### config.mk
export PLATFORM = sky130hd
export DESIGN_NAME = jesd204b_tx_link_ctrl
export DESIGN_NICKNAME = d
export VERILOG_FILES = /design/src/rtl/jesd204b_tx_link_ctrl.sv
export SDC_FILE = /design/constraint.sdc
export NUM_CORES = 1
export LEC_CHECK = 0
export BUFFER_PORTS_ARGS = -buffer_cell sky130_fd_sc_hd__buf_4
export CAP_MARGIN = 20
export CELL_PAD_IN_SITES_DETAIL_PLACEMENT = 1
export CELL_PAD_IN_SITES_GLOBAL_PLACEMENT = 1
export CORE_UTILIZATION = 25
export DETAILED_ROUTE_END_ITERATION = 12
export GPL_TIMING_DRIVEN = 1
export PLACE_DENSITY = 0.52
export SYNTH_ARGS = -nofsm -noshare
export SYNTH_HDL_FRONTEND = slang
export SYNTH_SLANG_ARGS = --single-unit
### constraint.sdc
create_clock -name clk -period 2.9 [get_ports clk]
set_input_delay 0.145 -clock clk [delete_from_list [all_inputs] [get_ports clk]]
set_output_delay 0.145 -clock clk [all_outputs]
set_load 0.005 [all_outputs]
### src/rtl/jesd204b_tx_link_ctrl.sv
// JESD204B TX link bring-up/supervision controller: SYSREF generation, scrambler latch,
// bring-up retry on timeout and run-time resync counting.
module jesd204b_tx_link_ctrl #(
   parameter int unsigned SYSREF_PERIOD  = 64,
   parameter int unsigned SYSREF_WIDTH   = 2,
   parameter int unsigned SYNC_TIMEOUT   = 4096,
   parameter int unsigned MAX_RETRY      = 3,
   parameter logic [7:0]  USER_DATA_CODE = 8'd10
) (
   input  logic       clk,
   input  logic       reset_b,
   input  logic       enable,
   input  logic       sysref_mode,
   input  logic       scrambler_req,
   input  logic       sync_b,
   input  logic [7:0] link_state,
   output logic       sysref_out,
   output logic       scrambler_is_on,
   output logic       link_up,
   output logic       link_fail,
   output logic [7:0] resync_cnt,
   output logic [2:0] ctrl_state
);

   localparam logic [15:0] PeriodLast  = 16'(SYSREF_PERIOD - 1);
   localparam logic [15:0] WidthLim    = 16'(SYSREF_WIDTH);
   localparam logic [15:0] WidthLast   = 16'(SYSREF_WIDTH - 1);
   localparam logic [15:0] TimeoutLast = 16'(SYNC_TIMEOUT - 1);
   localparam logic [15:0] RetryLast   = 16'd15;
   localparam logic [3:0]  MaxRetry    = 4'(MAX_RETRY);

   typedef enum logic [2:0] {
      StOff   = 3'd0,
      StPulse = 3'd1,
      StWait  = 3'd2,
      StRetry = 3'd3,
      StUp    = 3'd4,
      StFail  = 3'd5
   } state_e;

   state_e      state_q, state_d;
   logic [15:0] timer_q, timer_d;
   logic [15:0] phase_q, phase_d;
   logic [3:0]  attempt_q, attempt_d;
   logic [7:0]  resync_q, resync_d;
   logic        scr_q, scr_d;
   logic        sysref_q, sysref_d;
   logic        link_up_q, link_fail_q;
   logic        sync_meta_q, sync_s_q;
   logic        entering_pulse;

   // SYNC~ idles high, so the synchroniser resets to the deasserted level.
   always_ff @(posedge clk or negedge reset_b) begin
      if (!reset_b) begin
         sync_meta_q <= 1'b1;
         sync_s_q    <= 1'b1;
      end else begin
         sync_meta_q <= sync_b;
         sync_s_q    <= sync_meta_q;
      end
   end

   always_comb begin
      state_d = state_q;
      if (!enable) begin
         state_d = StOff;
      end else begin
         case (state_q)
            StOff:   state_d = StPulse;
            StPulse: if (phase_q == WidthLast) state_d = StWait;
            StWait: begin
               // A match in the timeout cycle still wins over retry/fail.
               if (link_state == USER_DATA_CODE) begin
                  state_d = StUp;
               end else if (timer_q == TimeoutLast) begin
                  state_d = (attempt_q < MaxRetry) ? StRetry : StFail;
               end
            end
            StRetry: if (timer_q == RetryLast) state_d = StPulse;
            StUp:    if (!sync_s_q) state_d = StWait;
            StFail:  state_d = StFail;
            default: state_d = StOff;
         endcase
      end
   end

   always_comb begin
      entering_pulse = (state_d == StPulse) && (state_q != StPulse);

      timer_d = 16'd0;
      if ((state_d == state_q) && ((state_q == StWait) || (state_q == StRetry))) begin
         timer_d = timer_q + 16'd1;
      end

      // Phase restarts at every pulse so periodic SYSREF is aligned to the bring-up pulse.
      if ((state_d == StOff) || entering_pulse) begin
         phase_d = 16'd0;
      end else if (phase_q == PeriodLast) begin
         phase_d = 16'd0;
      end else begin
         phase_d = phase_q + 16'd1;
      end

      attempt_d = attempt_q;
      if ((state_d == StOff) || (state_d == StUp)) begin
         attempt_d = 4'd0;
      end else if (entering_pulse) begin
         attempt_d = attempt_q + 4'd1;
      end

      resync_d = resync_q;
      if ((state_q == StUp) && (state_d == StWait) && (resync_q != 8'hff)) begin
         resync_d = resync_q + 8'd1;
      end

      scr_d = entering_pulse ? scrambler_req : scr_q;

      sysref_d = (state_d == StPulse) ||
                 (sysref_mode && ((state_d == StWait) || (state_d == StUp)) &&
                  (phase_d < WidthLim));
   end

   always_ff @(posedge clk or negedge reset_b) begin
      if (!reset_b) begin
         state_q     <= StOff;
         timer_q     <= 16'd0;
         phase_q     <= 16'd0;
         attempt_q   <= 4'd0;
         resync_q    <= 8'd0;
         scr_q       <= 1'b0;
         sysref_q    <= 1'b0;
         link_up_q   <= 1'b0;
         link_fail_q <= 1'b0;
      end else begin
         state_q     <= state_d;
         timer_q     <= timer_d;
         phase_q     <= phase_d;
         attempt_q   <= attempt_d;
         resync_q    <= resync_d;
         scr_q       <= scr_d;
         sysref_q    <= sysref_d;
         link_up_q   <= (state_d == StUp);
         link_fail_q <= (state_d == StFail);
      end
   end

   assign sysref_out      = sysref_q;
   assign scrambler_is_on = scr_q;
   assign link_up         = link_up_q;
   assign link_fail       = link_fail_q;
   assign resync_cnt      = resync_q;
   assign ctrl_state      = state_q;

endmodule

# After elaboration in Yosys (flattened, before gate mapping)

Index checks and enable logic that the tools add are counted.

Reductions and logical operators: 14
Equal/unequal tests: 17
Muxes and demuxes: 13
$add $sub $neg: 4
Order comparisons: 2

Operators with widths:

| cell                                                  | count |
|---|---|
| 2-to-1 mux 16 bit                                     | 3 |
| adder 16 x 1 -> 16 bit, second input constant         | 2 |
| 2-to-1 mux 3 bit                                      | 7 |
| one-hot mux 3 bit (6 select lines)                    | 1 |
| equality test 16 x 1 -> 1 bit, second input constant  | 1 |
| equality test 16 x 12 -> 1 bit, second input constant | 1 |
| equality test 16 x 4 -> 1 bit, second input constant  | 1 |
| equality test 16 x 6 -> 1 bit, second input constant  | 1 |
| < comparator 16 x 2 -> 1 bit, second input constant   | 1 |
| equality test 3 bit, second input constant            | 4 |
| equality test 3 x 2 -> 1 bit, second input constant   | 3 |
| adder 8 x 1 -> 8 bit, second input constant           | 1 |
| equality test 8 x 4 -> 1 bit, second input constant   | 1 |
| 2-to-1 mux 4 bit                                      | 2 |
| inequality test 8 bit, second input constant          | 1 |
| equality test 3 x 1 -> 1 bit, second input constant   | 2 |
| logical AND 1 bit                                     | 6 |
| logical NOT 3 bit                                     | 2 |
| logical OR 1 bit                                      | 5 |
| adder 4 x 1 -> 4 bit, second input constant           | 1 |
| < comparator 4 x 2 -> 1 bit, second input constant    | 1 |
| equality test 3 bit                                   | 1 |
| inequality test 3 x 1 -> 1 bit, second input constant | 1 |
| nonzero test 2 bit                                    | 1 |

Output and inout bits: 15
Word-level logic and storage cells: 61
Register bits: 53

# Depth between registers and ports, before layout

Gate-level depths: netlist of run 1.

Depth in word-level cells: 13
Gate-level depth with buffers: 9
Depth with buffers taken out: 8

# Worst setup path before layout of run 1

OpenSTA, ideal clock, no wires.

Path type: reg2reg
From: register timer_q[0]
To: register resync_q[1], in the netlist resync_cnt[1]
Library setup time: 0.127 ns
Arrival time: 1.905 ns
Period minus slack after synthesis: 2.032 ns
Cell stages (with the launch flop): 10
Setup slack: 0.868 ns
Buffers on the path: 2
Data required time: 2.773 ns
Cell sequence: dfrtp_1 ha_1 and3_1 clkbuf_2 a41oi_4 nor2_4 a31oi_4 buf_6 nand2_2 mux2_1

Cells in the longest elaborated chain, start to end: 8

RTL lines:

| element                              | line | text |
|---|---|---|
| from (decl)                          | 42   | `logic [15:0] timer_q, timer_d;` |
| from (signal assigned)               | 136  | `timer_q <= timer_d;` |
| equality test 16 x 12 -> 1 bit       | 75   | `end else if (timer_q == TimeoutLast) begin` |
| 2-to-1 mux 3 bit                     | 75   |  |
| 2-to-1 mux 3 bit                     | 73   | `if (link_state == USER_DATA_CODE) begin` |
| one-hot mux 3 bit (6 select lines) * | 68   | `case (state_q)` |
| 2-to-1 mux 3 bit *                   | 65   | `if (!enable) begin` |
| net state_d[1]                       | 41   | `state_e state_q, state_d;` |
| equality test 3 x 2 -> 1 bit *       | 112  | `if ((state_q == StUp) && (state_d == StWait) && (resync_q != 8'hff)) begin` |
| logical AND 1 bit * (2 in series)    | 112  |  |
| to (signal assigned)                 | 139  | `resync_q <= resync_d;` |
| to (decl)                            | 45   | `logic [7:0] resync_q, resync_d;` |

Mark *: on every way through the listed nets, which the timed path passes. The rest lies on a longest branch.
A chain may end at the register's enable or synchronous reset.

# Worst setup path after layout of run 1

From: register timer_q[0]
To: register timer_q[5]

Cells in the longest elaborated chain, start to end: 8

RTL lines:

| element                            | line | text |
|---|---|---|
| equality test 16 x 12 -> 1 bit     | 75   |  |
| 2-to-1 mux 3 bit                   | 75   |  |
| 2-to-1 mux 3 bit                   | 73   |  |
| one-hot mux 3 bit (6 select lines) | 68   |  |
| 2-to-1 mux 3 bit                   | 65   |  |
| equality test 3 bit                | 91   | `if ((state_d == state_q) && ((state_q == StWait) \|\| (state_q == StRetry))) begin` |
| logical AND 1 bit                  | 91   |  |
| 2-to-1 mux 16 bit *                | 91   |  |
| net timer_d[5]                     | 42   |  |

Marked as above.

==> results of run 1 <==
==> power breakdown <==
group / internal [mW] / switching (mW)
sequential: 0.757 / 0.0163
combinational: 0.0613 / 0.0744
clock: 0.327 / 0.297
total: 1.14 / 0.388
==> flip-flops by register name, summed over array words and instances, names as in the netlist <==
name,cells
timer_q,16
resync_cnt,8
sysref_out,1
scrambler_is_on,1
attempt_q,4
sync_s_q,1
link_up,1
link_fail,1
ctrl_state,3
sync_meta_q,1
phase_q,16
==> logic make-up (layout without fill, tap and decap cells) <==
family / after synthesis / in the layout / synth area share (%)
and+or+nand+nor: 140 / 140 / 27.4
DFF: 53 / 53 / 46.6
xor gates and xnor gates: 40 / 40 / 12.3
AOI/OAI and AO/OA: 23 / 23 / 7.90
buffers and inverters: 13 / 45 / 2.46
adders and majority gates: 5 / 5 / 2.19
muxes: 3 / 3 / 1.14
==> Yosys cell counts, drive strengths merged (7+ instances only) <==
master,n,area share (%)
and3,15,3.3
buf,7,1.6
dfrtp,51,45
nand2,13,1.8
nand3,21,3.7
nand4,8,2.0
nor2,47,6.5
nor3,7,1.2
nor4,7,2.9
xnor2,24,7.4
xor2,16,4.9
==> how the worst min path moves through the flow <==
stage | start | to | cells after the start | slack [ps]
finish | scrambler_req | scrambler_is_on$_DFFE_PN0P_ | 2 | 70
global placement | reset_b | timer_q[3]$_DFF_PN0_ | 1 | 260
global route | scrambler_req | scrambler_is_on$_DFFE_PN0P_ | 2 | 60
detailed placement | reset_b | timer_q[3]$_DFF_PN0_ | 1 | 260
CTS | scrambler_req | scrambler_is_on$_DFFE_PN0P_ | 2 | 60
floorplan | reset_b | attempt_q[0]$_DFFE_PN0P_ | 0 | -150
==> cell type report <==
type	count	area (um2)
Tap cell	140	175
Fill cell	1246	7610
Clock inverter	3	25.0
Multi-Input combinational cell	211	1450
Sequential cell	53	1330
Timing Repair Buffer	33	253
Inverter	4	15.0
Clock buffer	5	125
==> worst reg2reg max path, delay by kind of cell (launching register included) <==
kind / cells / cell delay [ps]
DFF: 1 / 410
and+or+nand+nor: 4 / 1170
AOI/OAI and AO/OA: 2 / 550
adders and majority gates: 1 / 240
==> metrics by stage <==
stage	worst slack [ps]	instances	hold slack (ps)	instance area, um2	power (mW)
2_1_floorplan	868	277	-151	2850	0.858
3_3_place_gp	446	439	259	3200	0.925
3_5_place_dp	427	439	259	3200	0.926
4_1_cts	397	449	58.7	3370	1.57
5_1_grt	195	449	62.1	3370	1.61
6_report	451	449	66.1	3370	1.53
==> per-layer routing <==
| layer | up-vias | track usage [%] | wire length [um] |
|---|---|---|---|
| li1 | 1031 | - | - |
| met1 | 1049 | 17.1 | 3330 |
| met2 | 16 | 20.0 | 3090 |
| met3 | 10 | 2.21 | 123 |
| met4 | 0 | 6.08 | 165 |
| met5 | - | 0 | 0 |
==> metrics.cfg, run 1 <==
[job]
maxCapViolCount=0

[placed_design]
port_buffers=28
dp_hpwl_mm=4.85
gp_congestion=0.808

[critical_path]
critical-path-slowest-cell=nand4b_2
rr_endpoint=timer_q[5]$_DFF_PN0_
crit_chain=ha_1, and3_1, nand4_1, o21ai_1, a31oi_4, nand4b_2, nor2_1
critPathTopFamily=simple AND/OR/NAND/NOR gates
critPathArrivalTime_ps=2670
worstSetupStartpointType=register
worstPathMaxFanout=16
cp_num_cells=7
critPathCapture=timer_q[5]$_DFF_PN0_
cp_num_buf_inv=0
endpoint_kind=register
reg2reg_setup_slack_ps=450
crit_path_start=timer_q[0]$_DFF_PN0_
cp.required_ps=3120
r2r_start=timer_q[0]$_DFF_PN0_
slowest_delay_ps=470
critPathKind=reg -> reg
ff2ff_path_depth=7

[finish]
antenna_cells=0
layout_common_cells=dfrtp_1 (51), nor2_1 (46), buf_4 (31), xnor2_1 (24), nand3_1 (21)
final_net_count=327
final_util_pct=30.7
final_common_cell=dfrtp_1
drive_gt1_share_pct=18.8
area_growth_pct=18.3

[route]
postRouteAntennaNets=0
remaining_drc_errors=0
drt_first_pass_iters=4
drt-initial-drc-count=57
wl_mm=6.71
wire_per_inst_um=14.9
routed-via-count=2106
routed_via_density=4.69

[timing]
skew_ps=8.21
hold_viol=0
layout_min_cycle_time_ps=2450
fmaxAchievable_mhz=408
worstMarginPinSlew_ps=703
rsz0062_at_grt=false
finalSetupViolations=0
setup_tns_ps=0
fin_crit_sh_pct=84.5
maxSlewViolCount=0
slew_headroom_pct=53.2

[floorplan]
initial_core_util_pct=26.0
top_level_ports=29
die_y_um=109
rows=38
core_um2=11000
dieArea_um2=11800
die_width_um=109

[global_route]
overflow=0
antenna_found_initial=0
grt_pass1_wl_mm=11.5
track_usage_pct=12.8
grt_pass1_vias=2236
grt_max_degree=54

[hold_path]
hold_path.class=in -> reg

[yosys]
synth_nets=296
ys_types=58
async_flop_share_pct=100
synth-seq-cells=53
synthCells=277
synth_warnings=0
netlist_area_um2=2850
synth_ff_type=dfrtp_1
ys_seq_area_share_pct=46.6
synth_area_per_cell_um2=10.3
synth_edf_count=0

[outcome]
status=finished clean

[power_and_ir_drop]
cellPowerDensity_nw_per_um2=454
power_leakage_nw=1.41
ir_worst_vdd_mv=0.201

[clocking]
cts_buffers=5
cts_resized=0
cts_buffer_depth=2
root_buffer=clkbuf_16
insertion_delay_ps=300
cts_tree=built
cts_setup_buffers=0
clk_pin_slew_ps=80
cts.sinks=53
postCtsHoldBufs=2
h-tree-depth=2

No activity file was read; power rests on OpenSTA's default activity.
==> run 2, diff against run 1 <==
--- a/config.mk
+++ b/config.mk
@@ -5,6 +5,7 @@
 export SDC_FILE = /design/constraint.sdc
 export NUM_CORES = 1
 export LEC_CHECK = 0
+export ABC_AREA = 1
 export BUFFER_PORTS_ARGS = -buffer_cell sky130_fd_sc_hd__buf_4
 export CAP_MARGIN = 20
 export CELL_PAD_IN_SITES_DETAIL_PLACEMENT = 1
@@ -12,7 +13,7 @@
 export CORE_UTILIZATION = 25
 export DETAILED_ROUTE_END_ITERATION = 12
 export GPL_TIMING_DRIVEN = 1
-export PLACE_DENSITY = 0.52
+export PLACE_DENSITY = 0.54
 export SYNTH_ARGS = -nofsm -noshare
 export SYNTH_HDL_FRONTEND = slang
 export SYNTH_SLANG_ARGS = --single-unit
==> constraint.sdc (replaced) <==
create_clock -name clk -period 2.39 [get_ports clk]
set_input_delay 0.1195 -clock clk [delete_from_list [all_inputs] [get_ports clk]]
set_output_delay 0.1195 -clock clk [all_outputs]
set_load 0.005 [all_outputs]
==> run 2 against run 1 <==
  * Wire length rose by 12%
  * Total power grew 37%
  * Hold slack lost 48 ps
  * Largest cell class unchanged
  * Maximum frequency is 11% higher
  * Core utilization up 0.63 points
  * Critical path depth grew 6
  * Non-clock buffer count increased by 5
  * Largest power group unchanged
==> metrics.cfg, run 2 <==
[yosys]
ys_types=34
yosys.area.top_type_share_pct=43.0
ys_seq_area_share_pct=44.8
netlist_area_um2=2970
synth-seq-cells=53
synth_common_cells=nor2_1 (81), nand2_1 (77), inv_1 (56)
synth_ff_type=dfrtp_1
synth_area_per_cell_um2=7.69
synth_warnings=0
synthMostInstantiatedCell=nor2_1
async_flop_share_pct=100
synth_edf_count=0
yosysTopAreaCell=dfrtp_1
synthCells=386
synth_nets=405
synth.area.top_cells=dfrtp_1 (43%), nor2_1 (10%), nand2_1 (9.7%)

[placed_design]
port_buffers=28
gp_congestion=0.745
post_dp_cell_area_um2=3370
place_inst=558
dp_hpwl_mm=5.73

[route]
wire_per_inst_um=13.1
wl_mm=7.51
postRouteAntennaNets=0
drt-initial-drc-count=65
remaining_drc_errors=0
wl_met2_mm=3.65
wl_met3_um=144
maxUsedRoutingLayer=met4
drt_first_pass_iters=4
routed_via_density=4.37
met1Wirelength_mm=3.63
routed-via-count=2505

[finish]
final_common_cell=nor2_1
finalInstanceArea_um2=3610
final_util_pct=31.4
antenna_cells=0
final_net_count=448
area_growth_pct=21.6
layout_common_cells=nor2_1 (80), nand2_1 (77), inv_1 (56), dfrtp_1 (51), buf_4 (36)
fin_cells=573
drive_gt1_share_pct=16.7

[critical_path]
critPathKind=reg -> reg
worstPathMaxFanout=7
cp.required_ps=2620
critPathArrivalTime_ps=2430
endpoint_kind=register
worstSetupStartpointType=register

[global_route]
grt_max_degree=54
overflow=0
grt_pass1_vias=2640
antenna_found_initial=0
grt_pass1_wl_mm=12.7
track_usage_pct=12.9

[timing]
layout_min_cycle_time_ps=2210
maxSlewViolCount=0
hold_viol=0
fin_crit_sh_pct=92.3
fmaxAchievable_mhz=453
slew_headroom_pct=51.5
finalSetupViolations=0
worstMarginPinSlew_ps=728
skew_ps=8.32

[outcome]
status=finished clean

[power_and_ir_drop]
combPwrFrac_pct=13.5
ir_worst_vdd_mv=0.221
p_clk_share_pct=41.0
totalPowerFinal_mw=2.10
netSwitchingFraction_pct=25.5
switchingPower_mw=0.537
cell_internal_pwr_mw=1.57
pwr-share-seq_pct=45.5
cellPowerDensity_nw_per_um2=583
power_leakage_nw=1.83

[clocking]
root_buffer=clkbuf_16
cts.sinks=53
cts_buffer_depth=2
clk_pin_slew_ps=70
cts_tree=built
h-tree-depth=2
cts_buffers=5
insertion_delay_ps=290

[floorplan]
rows=39
core_um2=11500
die_width_um=111
top_level_ports=29
dieArea_um2=12300
initial_core_util_pct=25.8
die_y_um=111

[job]
maxCapViolCount=0

[hold_path]
hold_path.class=in -> reg

==> run 2: cell count changes after synthesis, sizes merged, moves of 5 or more <==
cell / delta
inv: +56
nand3: +7
o211ai: +8
nor2: +40
nor4: -7
nand4: -5
xnor2: -19
and3: -15
a21oi: +5
nor3: +5
nand2: +67
==> run 2: layout make-up <==
type,count,area (um2)
clock buffer,6,139
clock inverter,2,37.5
fill,1431,7910
inverter,60,225
multi-input combinational,271,1410
sequential,53,1330
tap,143,179
timing repair buffer,38,290
==> run 2: final timing paths <==
check / startpoint / end / slack, ps / depth (start not counted)
hold / removal: scrambler_req / scrambler_is_on$_DFFE_PN0P_ / 20 / 3
min in group asynchronous: reset_b / timer_q[7]$_DFF_PN0_ / 400 / 2
hold reg to reg: sync_meta_q$_DFF_PN1_ / sync_s_q$_DFF_PN1_ / 370 / 0
setup / recovery: timer_q[0]$_DFF_PN0_ / sysref_out$_DFF_PN0_ / 180 / 13
max in group asynchronous: reset_b / ctrl_state[0]$_DFF_PN0_ / 1470 / 2
setup reg to reg: timer_q[0]$_DFF_PN0_ / sysref_out$_DFF_PN0_ / 180 / 13
==> run 2: cell families (layout without fill, tap and decap cells) <==
group,Yosys count,count (layout),synth area share [%]
AND/OR/NAND/NOR,216,217,32.1
buffers and inverters,63,106,8.30
flip-flops,53,53,44.8
AO/OA/AOI/OAI,27,27,6.19
XOR/XNOR,21,21,6.19
adder cells (fa/ha/maj),5,5,2.11
multiplexers,1,1,0.379
==> run 2: metal layers <==
metal  track usage, %  vias to the layer above
met1             16.6                     1190
met5                0                        -
met4             3.84                        0
met2             21.8                       16
met3             2.35                        7
li1                 -                     1292
==> run 2: critical path: stages (launching register included) <==
cell and delay [ps]:
dfrtp_1 370, ha_1 240, nand3_4 130, nor2_2 170
nand2_1 80, nand2_1 50, nand3_1 110, a21oi_2 300
nand3_2 260, o211ai_1 150, nand2_1 70, nor2_1 90
nand2_1 60, nand2_1 70
==> run 2: what timing repair did <==
action | 4_1_cts | 5_1_grt
hold buffers | 2 | 0
hold endpoints to repair | 52 | 0
setup buffers | 0 | 4
endpoints found under the setup margin | 0 | 2
resized for setup | 0 | 2
==> run 2: power groups by stage <==
stage / sequential (mW) / clock, mW / combinational [mW]
global placement: 0.976 / 0 / 0.261
CTS: 0.959 / 0.900 / 0.268
detailed placement: 0.976 / 0 / 0.264
global route: 0.964 / 0.925 / 0.326
finish: 0.959 / 0.863 / 0.283
floorplan: 0.972 / 0 / 0.161
==> run 2: through the flow <==
step / hold WS [ps] / TNS, ps / setup slack, ps
after CTS: 17.0 / 0 / 130
after floorplan: -176 / 0 / 510
after global routing: 43.5 / -27.3 / -27.3
after global placement: 230 / 0 / 161
final: 18.0 / 0 / 183
after detailed placement: 230 / 0 / 156
